`src/rtl/mux_4x1_8bits_pkg.sv`:
```
`default_nettype none
// ============================================================================
// mux_4x1_8bits_pkg : lane constants, FSM encoding and lane-mask helpers
// Revision 1.0
// ============================================================================
package mux_4x1_8bits_pkg;

  localparam int LANES  = 4;
  localparam int MASK_W = LANES;
  localparam int LANE_W = $clog2(LANES);

  localparam logic [0:0] ST_IDLE = 1'b0;
  localparam logic [0:0] ST_SEND = 1'b1;

  typedef logic [MASK_W-1:0] mask_t;
  typedef logic [LANE_W-1:0] lane_t;

  function automatic lane_t lowest_lane(input mask_t m);
    lane_t r;
    r = '0;
    for (int i = LANES - 1; i >= 0; i--) begin
      if (m[i]) r = lane_t'(i);
    end
    return r;
  endfunction

  function automatic mask_t clear_lowest(input mask_t m);
    return m & (m - mask_t'(1));
  endfunction

  function automatic logic is_last(input mask_t m);
    return (m != '0) && (clear_lowest(m) == '0);
  endfunction

endpackage
`default_nettype wire

```
`src/rtl/mux_word_buffer.sv`:
```
`default_nettype none
// ============================================================================
// mux_word_buffer : two-slot ACTIVE/PENDING word store with ready generation
// Revision 1.0
// ============================================================================
module mux_word_buffer
  import mux_4x1_8bits_pkg::*;
#(
  parameter int DATA_WIDTH = 8
) (
  input  logic                                clk,
  input  logic                                reset,
  input  logic                                fire_i,
  input  logic [LANES-1:0][DATA_WIDTH-1:0]    word_i,
  input  mask_t                               mask_i,
  input  logic                                emit_i,
  output logic [LANES-1:0][DATA_WIDTH-1:0]    act_data_o,
  output mask_t                               act_mask_o,
  output logic                                pend_full_o,
  output logic                                ready_o
);

  logic [LANES-1:0][DATA_WIDTH-1:0] act_data_q, act_data_d;
  logic [LANES-1:0][DATA_WIDTH-1:0] pend_data_q, pend_data_d;
  mask_t                            act_mask_q, act_mask_d;
  mask_t                            pend_mask_q, pend_mask_d;
  mask_t                            w_act_rem;
  logic                             w_act_free;
  logic                             w_pend_full;

  // A non-zero mask marks a slot as occupied.
  assign w_pend_full = |pend_mask_q;
  assign w_act_rem   = clear_lowest(act_mask_q);
  assign w_act_free  = (act_mask_q == '0) || (emit_i && (w_act_rem == '0));

  always_comb begin
    act_data_d  = act_data_q;
    act_mask_d  = act_mask_q;
    pend_data_d = pend_data_q;
    pend_mask_d = pend_mask_q;

    if (emit_i) act_mask_d = w_act_rem;

    if (w_act_free && w_pend_full) begin
      act_data_d  = pend_data_q;
      act_mask_d  = pend_mask_q;
      pend_mask_d = '0;
    end

    if (fire_i) begin
      if (w_act_free && !w_pend_full) begin
        act_data_d = word_i;
        act_mask_d = mask_i;
      end else begin
        pend_data_d = word_i;
        pend_mask_d = mask_i;
      end
    end
  end

  always_ff @(posedge clk or posedge reset) begin
    if (reset) begin
      act_data_q  <= '0;
      act_mask_q  <= '0;
      pend_data_q <= '0;
      pend_mask_q <= '0;
    end else begin
      act_data_q  <= act_data_d;
      act_mask_q  <= act_mask_d;
      pend_data_q <= pend_data_d;
      pend_mask_q <= pend_mask_d;
    end
  end

  assign act_data_o  = act_data_q;
  assign act_mask_o  = act_mask_q;
  assign pend_full_o = w_pend_full;
  assign ready_o     = ~w_pend_full;

endmodule
`default_nettype wire

```
`src/rtl/mux_4x1_8bits.sv`:
```
`default_nettype none
// ============================================================================
// mux_4x1_8bits : merges four byte lanes back into one serial byte stream
// Revision 1.0
// ============================================================================
module mux_4x1_8bits
  import mux_4x1_8bits_pkg::*;
#(
  parameter int DATA_WIDTH = 8
) (
  input  logic                  clk,
  input  logic                  reset,
  input  logic                  validIn0,
  input  logic                  validIn1,
  input  logic                  validIn2,
  input  logic                  validIn3,
  input  logic [DATA_WIDTH-1:0] data_in0,
  input  logic [DATA_WIDTH-1:0] data_in1,
  input  logic [DATA_WIDTH-1:0] data_in2,
  input  logic [DATA_WIDTH-1:0] data_in3,
  output logic                  ready,
  output logic                  validOut,
  output logic [DATA_WIDTH-1:0] data_out,
  output logic                  overflow
);

  logic [LANES-1:0][DATA_WIDTH-1:0] w_word;
  logic [LANES-1:0][DATA_WIDTH-1:0] w_act_data;
  mask_t                            w_mask;
  mask_t                            w_act_mask;
  logic                             w_fire;
  logic                             w_emit;
  logic                             w_ready;
  logic                             w_pend_full;

  logic [0:0]            state_q, state_d;
  logic [DATA_WIDTH-1:0] data_out_q, data_out_d;
  logic                  validOut_q, validOut_d;
  logic                  overflow_q, overflow_d;

  assign w_mask = {validIn3, validIn2, validIn1, validIn0};
  assign w_word = {data_in3, data_in2, data_in1, data_in0};
  assign w_fire = w_ready & (|w_mask);
  assign w_emit = (state_q == ST_SEND);

  mux_word_buffer #(
    .DATA_WIDTH (DATA_WIDTH)
  ) u_buffer (
    .clk         (clk),
    .reset       (reset),
    .fire_i      (w_fire),
    .word_i      (w_word),
    .mask_i      (w_mask),
    .emit_i      (w_emit),
    .act_data_o  (w_act_data),
    .act_mask_o  (w_act_mask),
    .pend_full_o (w_pend_full),
    .ready_o     (w_ready)
  );

  always_ff @(posedge clk or posedge reset) begin
    if (reset) begin
      state_q    <= ST_IDLE;
      data_out_q <= '0;
      validOut_q <= 1'b0;
      overflow_q <= 1'b0;
    end else begin
      state_q    <= state_d;
      data_out_q <= data_out_d;
      validOut_q <= validOut_d;
      overflow_q <= overflow_d;
    end
  end

  // Leave SEND only when the last lane goes out with nothing left to refill ACTIVE.
  always_comb begin
    state_d = state_q;
    case (state_q)
      ST_IDLE: if (w_fire) state_d = ST_SEND;
      ST_SEND: if (is_last(w_act_mask) && !w_pend_full && !w_fire) state_d = ST_IDLE;
      default: state_d = ST_IDLE;
    endcase
  end

  always_comb begin
    validOut_d = 1'b0;
    data_out_d = data_out_q;
    if (w_emit) begin
      validOut_d = 1'b1;
      data_out_d = w_act_data[lowest_lane(w_act_mask)];
    end
    overflow_d = overflow_q | ((|w_mask) & ~w_ready);
  end

  assign ready    = w_ready;
  assign validOut = validOut_q;
  assign data_out = data_out_q;
  assign overflow = overflow_q;

endmodule
`default_nettype wire

```
`config.mk`:
```
export PLATFORM = sky130hd
export DESIGN_NAME = mux_4x1_8bits
export DESIGN_NICKNAME = d
export VERILOG_FILES = /design/src/rtl/mux_4x1_8bits_pkg.sv /design/src/rtl/mux_word_buffer.sv /design/src/rtl/mux_4x1_8bits.sv
export SDC_FILE = /design/constraint.sdc
export NUM_CORES = 1
export LEC_CHECK = 0
export BUFFER_PORTS_ARGS = -buffer_cell sky130_fd_sc_hd__buf_2
export CORE_ASPECT_RATIO = 0.9
export CORE_UTILIZATION = 60
export CTS_CLUSTER_SIZE = 25
export DETAILED_ROUTE_END_ITERATION = 10
export PLACE_DENSITY = 0.83
export SETUP_SLACK_MARGIN = 0.15
export SLEW_MARGIN = 5
export SYNTH_ARGS = -nofsm -noshare
export SYNTH_HDL_FRONTEND = slang
export SYNTH_HIERARCHICAL = 1
export SYNTH_SLANG_ARGS = --single-unit
```
`constraint.sdc`:
```
create_clock -name clk -period 7.4 [get_ports clk]
set_input_delay 0 -clock clk [delete_from_list [all_inputs] [get_ports clk]]
set_output_delay 0 -clock clk [all_outputs]
set_load 0.01 [all_outputs]
```
* After elaboration in Yosys (flattened, before gate mapping)
Index checks and enable logic that the tools add are counted.
** Storage, ports and cells
- Flip-flop bits (word level) :: 83
- Bits of input ports :: 38
- Output and inout bits :: 11
- Word-level logic and storage cells :: 59
** Cells by class
- $add $sub $neg :: 1
- Order comparisons :: 1
- Muxes and demuxes :: 21
- Bitwise operators :: 7
- Reductions and logical operators :: 15
** Operators by type and width (count)
- 32-bit two-way mux :: 3
- 4-bit two-way mux :: 7
- 8-bit binary-select mux with 2-bit select :: 1
- 2-bit two-way mux :: 5
- 4-bit logical NOT :: 2
- 8-bit two-way mux :: 1
- 4-bit OR reduction :: 2
- 1-bit logical AND :: 6
- 4-bit bitwise AND :: 1
- 4-bit nonzero test :: 1
- 4-bit by 1-bit subtractor with 4-bit output (second input constant) :: 1
- 2-bit by 3-bit less-than comparator with 1-bit output (second input constant) :: 1
- 1-bit two-way mux :: 3
- 1-bit NOT :: 3
- 1-bit bitwise AND :: 2
- 1-bit logical NOT :: 2
- 1-bit case mux with 2 select lines :: 1
- 2-bit AND reduction :: 1
- 1-bit logical OR :: 1
- 1-bit bitwise OR :: 1

* Depth between registers and ports, before layout
Gate-level depths: netlist of the first run.
- Depth in word-level cells :: 9
- Depth in mapped cells :: 10

* Modules after synthesis
The synthesis of the first run kept the hierarchy.
** By module, submodules not included
- mux_word_buffer :: times used 1, cells an instance 231, area each 3170.5 sq um
- mux_4x1_8bits :: times used 1, cells an instance 79, area each 745.7 sq um

* Worst setup path after synthesis of the first run
No wires, ideal clock.
- Path kind :: register to register
- Start :: register u_buffer.pend_mask_q[0]
- End :: register u_buffer.act_data_q (netlist bit u_buffer/act_data_o[0])
- Library setup time :: 0.079 ns
- Arrival :: 2.719 ns
- Slack :: 4.601 ns
- Cell stages (with the launch flop) :: 11
- Path buffers :: 4
- Clock period less this slack :: 2.799 ns
- Path through :: dfrtp_1 > or4_1 > clkbuf_2 > inv_1 > buf_2 > buf_2 > nor2b_1 > inv_1 > a211oi_2 > clkbuf_1 > a2bb2oi_1
** RTL lines
- start, declared :: line mux_word_buffer.sv:26 : mask_t pend_mask_q, pend_mask_d;
- start signal, assigned :: line mux_word_buffer.sv:71 : pend_mask_q <= pend_mask_d;
- end signal, assigned :: line mux_word_buffer.sv:68 : act_data_q <= act_data_d;
- end, declared :: line mux_word_buffer.sv:23 : logic [LANES-1:0][DATA_WIDTH-1:0] act_data_q, act_data_d;

* Final worst setup path of the first run
- Start :: register u_buffer.pend_mask_q[0]
- End :: register u_buffer/pend_data_q[17] (netlist name)
** Between the ends
- Elaborated cells between the ends (all ways) :: 7
** RTL lines
- 4-bit OR reduction :: line mux_word_buffer.sv:32 : assign w_pend_full = |pend_mask_q;
- via w_pend_full :: line mux_4x1_8bits.sv:34 : logic w_pend_full;
- 1-bit NOT :: line mux_word_buffer.sv:78 : assign ready_o = ~w_pend_full;
- 1-bit bitwise AND :: line mux_4x1_8bits.sv:43 : assign w_fire = w_ready & (|w_mask);
- via w_fire :: line mux_4x1_8bits.sv:31 : logic w_fire;
- 2-bit AND reduction (no line)
- end signal, assigned :: line mux_word_buffer.sv:70 : pend_data_q <= pend_data_d;
- end, declared :: line mux_word_buffer.sv:24 : logic [LANES-1:0][DATA_WIDTH-1:0] pend_data_q, pend_data_d;
The timed path passes the listed nets, and every way through them passes these cells.
A chain may end at the register's enable or synchronous reset.

==> flow_summary.yaml, run 1 <==
setup_path:
  critPathTopFamily: "simple AND/OR/NAND/NOR gates"
  timing.rr.start: "u_buffer/pend_mask_q[0]$_DFF_PP0_"
  reg2reg_depth: 5
  setup.worst_path.start: "u_buffer/pend_mask_q[0]$_DFF_PP0_"
  timing.critical_path.slowest_stage_cell: "o31a_2"
  worstSetupPathDepth: 5
  crit_buf_inv: 1
  worstSetupPathType: "register to register"
  worst_ep_arrival_time_ns: 4.33
  chain_of_cells_forming_the_critical_path: "or4_1 -> inv_1 -> nor2b_1 -> o31a_2 -> mux2_2"
  path_max_fanout: 40
  reg2reg_slack_ns: 3.28
  timing.critical_path.to: "u_buffer/pend_data_q[17]$_DFFE_PP0P_"
  crit_path_start_kind: "register"
  worstPathRequired_ns: 7.61
  endpoint_of_the_most_critical_register_to_register_path: "u_buffer/pend_data_q[17]$_DFFE_PP0P_"
  end_kind: "register"
  slowest_delay_ns: 1.03
synthesis:
  yosysWarnings: 6
  seq_total_area_yosys_pct: 53.0
  postSynth.topFlopCell: "dfrtp_1"
  synth_edf_count: 0
  yosys.cell_types.count: 45
  syn_area_sq_um: 3920
  synth_cells: 310
  syn_area_per_cell_sq_um: 12.6
  synthArstFlopShare_pct: 100
  syn-num-nets: 348
  yosys_register_bits: 83
layout:
  multiInputGateArea_sq_um: 1630
  postLayoutCellArea_sq_um: 4720
  fraction_of_layout_instances_using_a_drive_strength_above_1_pct: 27.5
  syn2layout_area_growth_pct: 20.5
  insertedDiodeCount: 0
  sequential_cell_area_sq_um: 2080
  fillCellCount: 440
  finalNetCount: 424
  finish.utilization_pct: 75.9
die:
  design.die.area_sq_um: 6850
  floorplan.die.width_um: 87.2
  initial_core_util_pct: 63.0
  row_count: 27
  core_sq_um: 6220
  floorplan.die.height_um: 78.6
  boundaryPins: 49
timing:
  post_route_setup_tns_ns: 0
  finalClockSkew_ns: 0.00917
  relSlewSlack_pct: 18.8
  final.period_utilization_pct: 55.7
  finalHoldViolations: 0
  slew_violations: 0
  setup_viol: 0
  clock.fmax_mhz: 243
  post-route-min-period_ns: 4.12
  unrepaired_setup_endpoints_after_global_routing: "no"
  tightestPinTransition_ns: 1.22
placed_design:
  gp_congestion: 0.810
  placement.io_buffers: 48
  post-dp-hpwl_um: 5260
  postPlaceCellArea_sq_um: 4130
cts:
  htree_num_levels: 3
  insertion_delay_ns: 0.33
  clock_tree.buffer_depth: 2
  path_clk_slew_ns: 0.08
  cts_made_buffers: 9
  cell_at_the_root_of_the_clock_tree: "clkbuf_8"
  number_of_sinks_handled_by_clock_tree_synthesis: 83
  tritoncts: "built"
  setup_fix_buffers_added_after_clock_tree_synthesis: 0
global_routing:
  number_of_global_route_vias_before_repair: 2835
  global_route_congestion_overflow_total: 0
  track_usage_pct: 27.2
  grt_pass1_wl_um: 14200
  grt_max_degree: 73
  grt_antenna_before_repair: 0
drt:
  first_pass_iters: 4
  drt_iter0_markers: 249
  ant_nets: 0
  routed_via_density: 5.95
  routed_len_inst_um: 18.3
  routed_wl_um: 8730
  post-route-drc-count: 0
  via_count: 2832
job:
  maxcap_viol_count: 0
run_status:
  status: "complete, no violations"
pwr:
  total_leakage_power_nw: 2.11
  power_per_cell_area_nw_per_um2: 528
  peakVddDrop_v: 0.000343
min_path:
  hold_path.class: "primary input to asynchronous set/reset pin"
## cell type report
cell class              count  share of cell area [%]
inverters                  15                    1.19
clock inverters             2                    1.27
multi-input cells         189                    34.5
clock buffers              12                    3.29
well taps                  87                    2.31
repair buffers             88                    13.4
flip-flops and latches     83                    44.0
## kinds of logic after synthesis
logic type	Yosys count	synth area share [%]
AO/OA/AOI/OAI	117	22.8
buffers and inverters	38	5.69
flip-flops	83	53.0
multiplexers	32	11.7
AND/OR/NAND/NOR	40	6.77
## metal layers
metal | global-route usage [%] | vias to the layer above | part of all wire [%]
li1 | - | 1344 | -
met1 | 38.1 | 1395 | 46
met2 | 44.0 | 86 | 49
met3 | 5.57 | 7 | 4.4
met4 | 6.07 | 0 | 0.62
met5 | 0 | - | 0
## synthesized netlist by cell type, drive strengths merged, types with 8 or more instances
| master | count | area share (%) |
|---|---|---|
| mux2 | 32 | 12 |
| inv | 15 | 1.4 |
| o22ai | 33 | 5.3 |
| a22oi | 9 | 1.7 |
| o221ai | 8 | 1.8 |
| dfrtp | 83 | 53 |
| nor2b | 12 | 2.0 |
| clkbuf | 9 | 0.89 |
| buf | 14 | 3.4 |
| a31oi | 10 | 1.6 |
| and2b | 8 | 1.5 |
| a2bb2oi | 33 | 7.4 |
## sequential cells by signal, indices dropped and copies added, names as in the netlist
name / count
u_buffer/act_data_o: 32
u_buffer/pend_data_q: 32
data_out: 8
u_buffer/act_mask_o: 4
u_buffer/pend_mask_q: 4
overflow: 1
state_q: 1
validOut: 1
## worst register-to-register path, delay by kind of cell, from the launching register on
| kind | cells | cell delay, ns |
|---|---|---|
| AOI/OAI and AO/OA | 1 | 1.03 |
| and+or+nand+nor | 2 | 1.19 |
| buffers and inverters | 1 | 0.93 |
| DFF | 1 | 0.39 |
| muxes | 1 | 0.46 |
## repair_timing
item / 4_1_cts / 5_1_grt
hold buffers: 37 / 0
endpoints found under the hold margin: 139 / 0
endpoints found under the setup margin: 0 / 0
gates resized for setup: 0 / 0
## cell usage in the layout (no fill, tap or decap), types with 2 or more instances in the layout
cell | netlist | final
clkbuf_8 | 0 | 11
a22oi_1 | 9 | 9
inv_1 | 15 | 14
mux2_4 | 26 | 26
dfrtp_1 | 83 | 83
a2bb2oi_1 | 33 | 33
o21ai_0 | 2 | 2
o221ai_1 | 8 | 8
a221o_1 | 2 | 2
bufinv_16 | 0 | 2
buf_2 | 7 | 48
dlygate4sd3_1 | 0 | 37
nand2b_1 | 3 | 3
mux2_2 | 6 | 6
and2b_1 | 8 | 8
nand2_1 | 5 | 5
a31oi_1 | 10 | 10
o21ai_2 | 1 | 2
nor2b_1 | 11 | 11
nor2_1 | 4 | 4
o22ai_1 | 33 | 33
a22o_1 | 5 | 5
buf_4 | 0 | 3
## power breakdown
group	leakage, nW	internal [mW]	switching (mW)
clock	0.109	0.205	0.144
sequential	0.958	0.695	0.181
combinational	1.04	0.667	0.603
total	2.11	1.57	0.927
## worst min path at each step
stage / start / end / depth (start not counted)
finish: reset / data_out[7]$_DFFE_PP0P_ / 3
global route: reset / data_out[7]$_DFFE_PP0P_ / 3
CTS: reset / data_out[7]$_DFFE_PP0P_ / 3
detailed placement: reset / validOut$_DFF_PP0_ / 2
global placement: reset / validOut$_DFF_PP0_ / 2
floorplan: reset / data_out[0]$_DFFE_PP0P_ / 1
## metrics by stage
stage / worst slack, ns / power, mW / hold slack [ns] / std cells
floorplan: 4.60 / 1.90 / -0.148 / 310
global placement: 3.53 / 2.06 / 0.0538 / 425
detailed placement: 3.34 / 2.11 / 0.0535 / 425
CTS: 3.31 / 2.49 / 0.231 / 476
global route: 3.04 / 2.64 / 0.270 / 476
finish: 3.28 / 2.49 / 0.258 / 476
No activity file was read; power rests on OpenSTA's default activity.
==> inputs of run 2 (changes only) <==
ABC_AREA = 1   (was unset)
CORE_UTILIZATION = 59   (was 60)
PLACE_DENSITY = 0.81   (was 0.83)
clock period = 3.85 ns   (was 7.4 ns; I/O delays follow)
==> run 2 against run 1 <==
  * Critical path depth is 3 higher
  * Worst hold slack lost 0.070 ns
  * First-iteration DRC count up 35%
  * Combinational power grew 130%
  * Clock power is 71% higher
  * Largest power group unchanged
==> flow_summary.yaml, run 2 <==
synthesis:
  postSynth.topFlopCell: "dfrtp_1"
  synth_largest_area_cell: "dfrtp_1"
  synth_compound_area_share_pct: 1.42
  muxShareOfSynthArea_pct: 0
  yosysWarnings: 6
  area_contributors_post_synth: "dfrtp_1 (45%), nand2_1 (16%), nand3_1 (11%), inv_1 (8.9%), nand4_1 (4.7%)"
  syn_area_sq_um: 4660
  synth_xor_xnor_area_share_pct: 0
  yosys_register_bits: 83
  post_synth_fa_ha_maj_area_fraction_pct: 0
  syn-num-nets: 669
  seq_total_area_yosys_pct: 44.6
  syn_area_per_cell_sq_um: 7.39
  synthArstFlopShare_pct: 100
  synth_cells: 631
  synth_largest_type_area_fraction_pct: 44.6
  synthSimpleGateAreaFrac_pct: 39.5
  synthMostInstantiatedCell: "nand2_1"
  ranking_of_synthesized_cells_by_instance_count: "nand2_1 (202), inv_1 (111), nand3_1 (106)"
  synth_top_family_by_area: "simple AND/OR/NAND/NOR gates"
  yosys.cell_types.count: 27
  synth_edf_count: 0
min_path:
  hold_path.class: "primary input to asynchronous set/reset pin"
placed_design:
  placement.io_buffers: 48
  dp.cells: 744
  gp_congestion: 0.858
  post-dp-hpwl_um: 6890
job:
  maxcap_viol_count: 0
die:
  initial_core_util_pct: 61.5
  row_count: 30
  core_sq_um: 7580
  design.die.area_sq_um: 8260
  boundaryPins: 49
  floorplan.die.height_um: 86.3
  floorplan.die.width_um: 95.7
timing:
  unrepaired_setup_endpoints_after_global_routing: "no"
  finalHoldViolations: 0
  relSlewSlack_pct: 41.9
  post-route-min-period_ns: 2.90
  final.period_utilization_pct: 75.3
  tightestPinTransition_ns: 0.871
  post_route_setup_tns_ns: 0
  finalClockSkew_ns: 0.0103
  clock.fmax_mhz: 345
  slew_violations: 0
  setup_viol: 0
drt:
  routed_len_inst_um: 13.6
  post-route-drc-count: 0
  routed_wl_um: 10800
  ant_nets: 0
  first_pass_iters: 5
  via_count: 4228
  drt_iter0_markers: 336
  routed_via_density: 5.31
setup_path:
  worst_ep_arrival_time_ns: 3.18
  path_max_fanout: 39
  worstSetupPathType: "register to register"
  crit_path_start_kind: "register"
  end_kind: "register"
  worstPathRequired_ns: 4.13
cts:
  cell_at_the_root_of_the_clock_tree: "clkbuf_8"
  cts_made_buffers: 9
  number_of_sinks_handled_by_clock_tree_synthesis: 83
  postCtsResizedCells: 0
  path_clk_slew_ns: 0.08
  htree_num_levels: 3
  tritoncts: "built"
  clock_tree.buffer_depth: 2
  insertion_delay_ns: 0.35
layout:
  finish.utilization_pct: 70.7
  syn2layout_area_growth_pct: 15.0
  fillCellCount: 626
  insertedDiodeCount: 0
  final_cells: 796
  layout_commonest_cell: "nand2_1"
  fraction_of_layout_instances_using_a_drive_strength_above_1_pct: 15.6
  most-common-layout-cells: "nand2_1 (202), inv_1 (110), nand3_1 (106), dfrtp_1 (83), buf_2 (48)"
  finalNetCount: 734
global_routing:
  global_route_congestion_overflow_total: 0
  number_of_global_route_vias_before_repair: 4039
  grt_max_degree: 42
  grt_pass1_wl_um: 18500
  grt_antenna_before_repair: 0
  track_usage_pct: 29.4
pwr:
  p_int_mw: 2.58
  peakVddDrop_v: 0.000511
  power_per_cell_area_nw_per_um2: 954
  switching_share_pct: 49.5
  power.sequential.fraction_pct: 31.2
  total_leakage_power_nw: 3.05
  power.net_switching_mw: 2.53
  clockPowerShare_pct: 11.7
  power_frac_comb_pct: 57.1
run_status:
  status: "complete, no violations"
-- run 2: changes by cell type after synthesis, sizes merged, moves of 32 or more --
cell	previous run	this run
mux2	32	0
a2bb2oi	33	0
nand3	0	109
inv	15	114
o22ai	33	0
nand2	5	234
nand4	0	36
-- run 2: cell families (layout without fill, tap and decap cells) --
| kind of cell | Yosys count | after routing |
|---|---|---|
| buffers and inverters | 150 | 219 |
| and+or+nand+nor | 387 | 387 |
| AOI/OAI and AO/OA | 11 | 11 |
| DFF | 83 | 83 |
-- run 2: repair_timing --
action	CTS	global route
hold buffers	37	0
hold endpoints to repair	123	0
setup buffers	0	0
-- run 2: through the flow --
step                area, sq um  power [mW]  setup slack, ns  hold WS (ns)
global placement           4800        4.34             1.13       0.00800
floorplan                  4660        4.00             2.03        -0.148
detailed placement         4800        4.46             1.05        0.0286
CTS                        5360        5.11            0.996         0.188
global route               5360        5.65            0.738         0.225
finish                     5360        5.11            0.950         0.187
-- run 2: worst paths after layout --
| check | startpoint | to | slack, ns | depth (start not counted) |
|---|---|---|---|---|
| max | state_q$_DFF_PP0_ | u_buffer/act_data_o[22]$_DFF_PP0_ | 0.95 | 8 |
| min | reset | data_out[6]$_DFFE_PP0P_ | 0.19 | 3 |
| max reg2reg | state_q$_DFF_PP0_ | u_buffer/act_data_o[22]$_DFF_PP0_ | 0.95 | 8 |
| min reg2reg | u_buffer/pend_data_q[8]$_DFFE_PP0P_ | u_buffer/pend_data_q[8]$_DFFE_PP0P_ | 0.48 | 2 |
| max in group asynchronous | reset | u_buffer/act_data_o[22]$_DFF_PP0_ | 2.54 | 4 |
| min in group clk | data_in2[1] | u_buffer/act_data_o[17]$_DFF_PP0_ | 0.39 | 4 |
-- run 2: final cells by class --
| type | count | area [sq um] | share of cell area [%] |
|---|---|---|---|
| Clock buffer | 11 | 131 | 2.45 |
| Clock inverter | 4 | 52.6 | 0.981 |
| Inverter | 116 | 439 | 8.20 |
| Multi-Input combinational cell | 398 | 1910 | 35.6 |
| Sequential cell | 83 | 2080 | 38.8 |
| Tap cell | 96 | 120 | 2.24 |
| Timing Repair Buffer | 88 | 633 | 11.8 |
-- run 2: per-layer routing --
| layer | up-vias | global-route usage [%] | part of all wire [%] |
|---|---|---|---|
| met4 | 0 | 10.3 | 2.5 |
| met5 | - | 0 | 0 |
| met2 | 174 | 47.6 | 46 |
| li1 | 2079 | - | - |
| met1 | 1944 | 38.8 | 45 |
| met3 | 31 | 6.75 | 6.4 |
-- run 2: power by group through the flow --
stage	Sequential (mW)	Combinational [mW]	Clock (mW)
after floorplan	1.56	2.44	0
after global placement	1.59	2.75	0
after detailed placement	1.61	2.86	0
after CTS	1.59	2.90	0.614
after global routing	1.65	3.34	0.657
final	1.60	2.92	0.598
-- run 2: critical path, cell delays in order, from the launching register on --
cell and delay, ns:
dfrtp_1 0.58, inv_1 0.12, a21oi_1 0.16, nand2_1 0.13, nand2_4 0.38, nand4_4 0.53
inv_2 0.68, nand2_1 0.13, nand2_1 0.10
==> inputs of run 3 (changes only) <==
CORE_UTILIZATION = 53   (was 59)
PLACE_DENSITY = 0.77   (was 0.81)
clock period = 2.57 ns   (was 3.85 ns; I/O delays follow)
==> run 3 against run 2 <==
  * Via count fell by 0.61%
  * Combinational power rose by 55%
  * Global-route usage fell by 2.3 points
  * Flip-flop and latch count did not move
  * Setup slack got worse by 0.39 ns
  * Cell count rose by 3.9%
  * Sequential share of layout area fell by 0.88 points
  * Non-clock buffer count rose by 8
  * Maximum frequency rose by 44%
  * Routed wire length rose by 3.3%
  * Critical path depth rose by 1
  * Critical path type unchanged
  * Critical endpoint is now u_buffer/act_data_o[1]$_DFF_PP0_
==> flow_summary.yaml, run 3 (synthesis results as in run 2) <==
run_status:
  status: "complete, no violations"
setup_path:
  timing.critical_path.to: "u_buffer/act_data_o[1]$_DFF_PP0_"
  crit_path_start_kind: "register"
  endpoint_of_the_most_critical_register_to_register_path: "u_buffer/act_data_o[1]$_DFF_PP0_"
  worstPathRequired_ns: 2.86
  timing.rr.start: "u_buffer/pend_mask_q[3]$_DFF_PP0_"
  reg2reg_slack_ns: 0.56
  end_kind: "register"
  worstSetupPathType: "register to register"
  reg2reg_depth: 9
  setup.worst_path.start: "u_buffer/pend_mask_q[3]$_DFF_PP0_"
  worst_ep_arrival_time_ns: 2.29
  path_max_fanout: 35
placed_design:
  detailedPlace.worstSlack_ns: 0.573
  post-dp-hpwl_um: 7200
  gp_congestion: 0.909
  placement.io_buffers: 48
timing:
  finalClockSkew_ns: 0.00561
  final.period_utilization_pct: 78.1
  post_route_setup_tns_ns: 0
  relSlewSlack_pct: 46.1
  finalHoldViolations: 0
  unrepaired_setup_endpoints_after_global_routing: "no"
  clock.fmax_mhz: 498
  pnr_worst_setup_slack_ns: 0.563
  tightestPinTransition_ns: 0.807
  setup_viol: 0
  slew_violations: 0
  post-route-min-period_ns: 2.01
global_routing:
  number_of_global_route_vias_before_repair: 4071
  global_route_congestion_overflow_total: 0
  grt_max_degree: 38
  grt_antenna_before_repair: 0
  track_usage_pct: 27.0
  grt_pass1_wl_um: 19400
layout:
  layout_commonest_cell: "nand2_1"
  most-common-layout-cells: "nand2_1 (202), inv_1 (110), nand3_1 (106), dfrtp_1 (83), buf_2 (48)"
  insertedDiodeCount: 0
  syn2layout_area_growth_pct: 17.6
  fraction_of_layout_instances_using_a_drive_strength_above_1_pct: 16.7
  finalNetCount: 742
drt:
  routed_len_inst_um: 13.5
  drt_iter0_markers: 321
  routed_via_density: 5.08
  post-route-drc-count: 0
  routed_wl_um: 11200
  first_pass_iters: 5
  via_count: 4202
  ant_nets: 0
cts:
  number_of_sinks_handled_by_clock_tree_synthesis: 83
  cell_at_the_root_of_the_clock_tree: "clkbuf_8"
  cts_made_buffers: 9
  htree_num_levels: 3
  postCtsResizedCells: 0
  insertion_delay_ns: 0.35
  clock_tree.buffer_depth: 2
  path_clk_slew_ns: 0.08
  tritoncts: "built"
pwr:
  total_leakage_power_nw: 3.11
  peakVddDrop_v: 0.000636
  power_per_cell_area_nw_per_um2: 1450
die:
  design.die.area_sq_um: 9170
  core_sq_um: 8570
  initial_core_util_pct: 54.4
  floorplan.die.height_um: 91.0
  boundaryPins: 49
  row_count: 32
  floorplan.die.width_um: 101
job:
  maxcap_viol_count: 0
min_path:
  hold_path.class: "primary input to asynchronous set/reset pin"
run 3: cell count changes in the layout (fill, tap and decap cells not counted):
| cell | change |
|---|---|
| buf_12 | +1 |
| buf_4 | +7 |
| bufinv_16 | +1 |
| clkbuf_1 | -1 |
| clkinv_2 | +2 |
| clkinv_4 | +1 |
| clkinvlp_4 | -3 |
run 3: what timing repair did:
action                    CTS  global route
hold buffers               37             0
buffers inserted            0             0
hold endpoints to repair  119             0
run 3: worst min path at each step:
stage,start,endpoint,slack (ns),depth (start not counted)
after floorplan,reset,data_out[0]$_DFFE_PP0P_,-0.15,1
after global placement,reset,validOut$_DFF_PP0_,0.008,2
after detailed placement,reset,data_out[7]$_DFFE_PP0P_,0.02,2
after CTS,reset,data_out[3]$_DFFE_PP0P_,0.20,3
after global routing,reset,data_out[3]$_DFFE_PP0P_,0.24,3
final,reset,data_out[3]$_DFFE_PP0P_,0.19,3
run 3: metal layers:
metal  vias to the layer above  track usage (%)  routed length (um)
met4                         0             9.54                 152
met2                       145             42.6                5330
met1                      1945             37.3                4980
met5                         -                0                   0
met3                        19             5.16                 734
li1                       2093                -                   -
run 3: worst max-delay path, cell delays in order, from the launching register on:
cell,delay (ns)
dfrtp_1,0.41
nor2_2,0.16
nand3_4,0.08
clkinv_2,0.12
nand2_1,0.08
inv_1,0.23
nand4_4,0.14
inv_2,0.48
nand2_1,0.12
nand2_1,0.11
run 3: power breakdown:
part / switching [mW] / total [mW] / internal (mW)
logic: 3.00 / 4.52 / 1.53
clock network: 0.456 / 0.997 / 0.541
registers: 0.414 / 2.42 / 2.01
total: 3.87 / 7.94 / 4.07
run 3: layout make-up:
class	count	area, sq um
Clock inverter	5	78.8
Sequential cell	83	2080
Clock buffer	10	128
Timing Repair Buffer	96	706
Tap cell	119	149
Fill cell	789	3090
Inverter	116	439
Multi-Input combinational cell	398	1910
run 3: metrics by stage:
| step | hold slack [ns] | instance area (sq um) | util, % | cells | power [mW] |
|---|---|---|---|---|---|
| final | 0.189 | 5480 | 64.0 | 827 | 7.94 |
| after global routing | 0.238 | 5480 | 64.0 | 827 | 8.69 |
| after global placement | 0.00844 | 4910 | 57.3 | 775 | 6.67 |
| after CTS | 0.205 | 5480 | 64.0 | 827 | 7.91 |
| after floorplan | -0.148 | 4660 | - | 631 | 6.00 |
| after detailed placement | 0.0241 | 4910 | 57.3 | 775 | 6.85 |
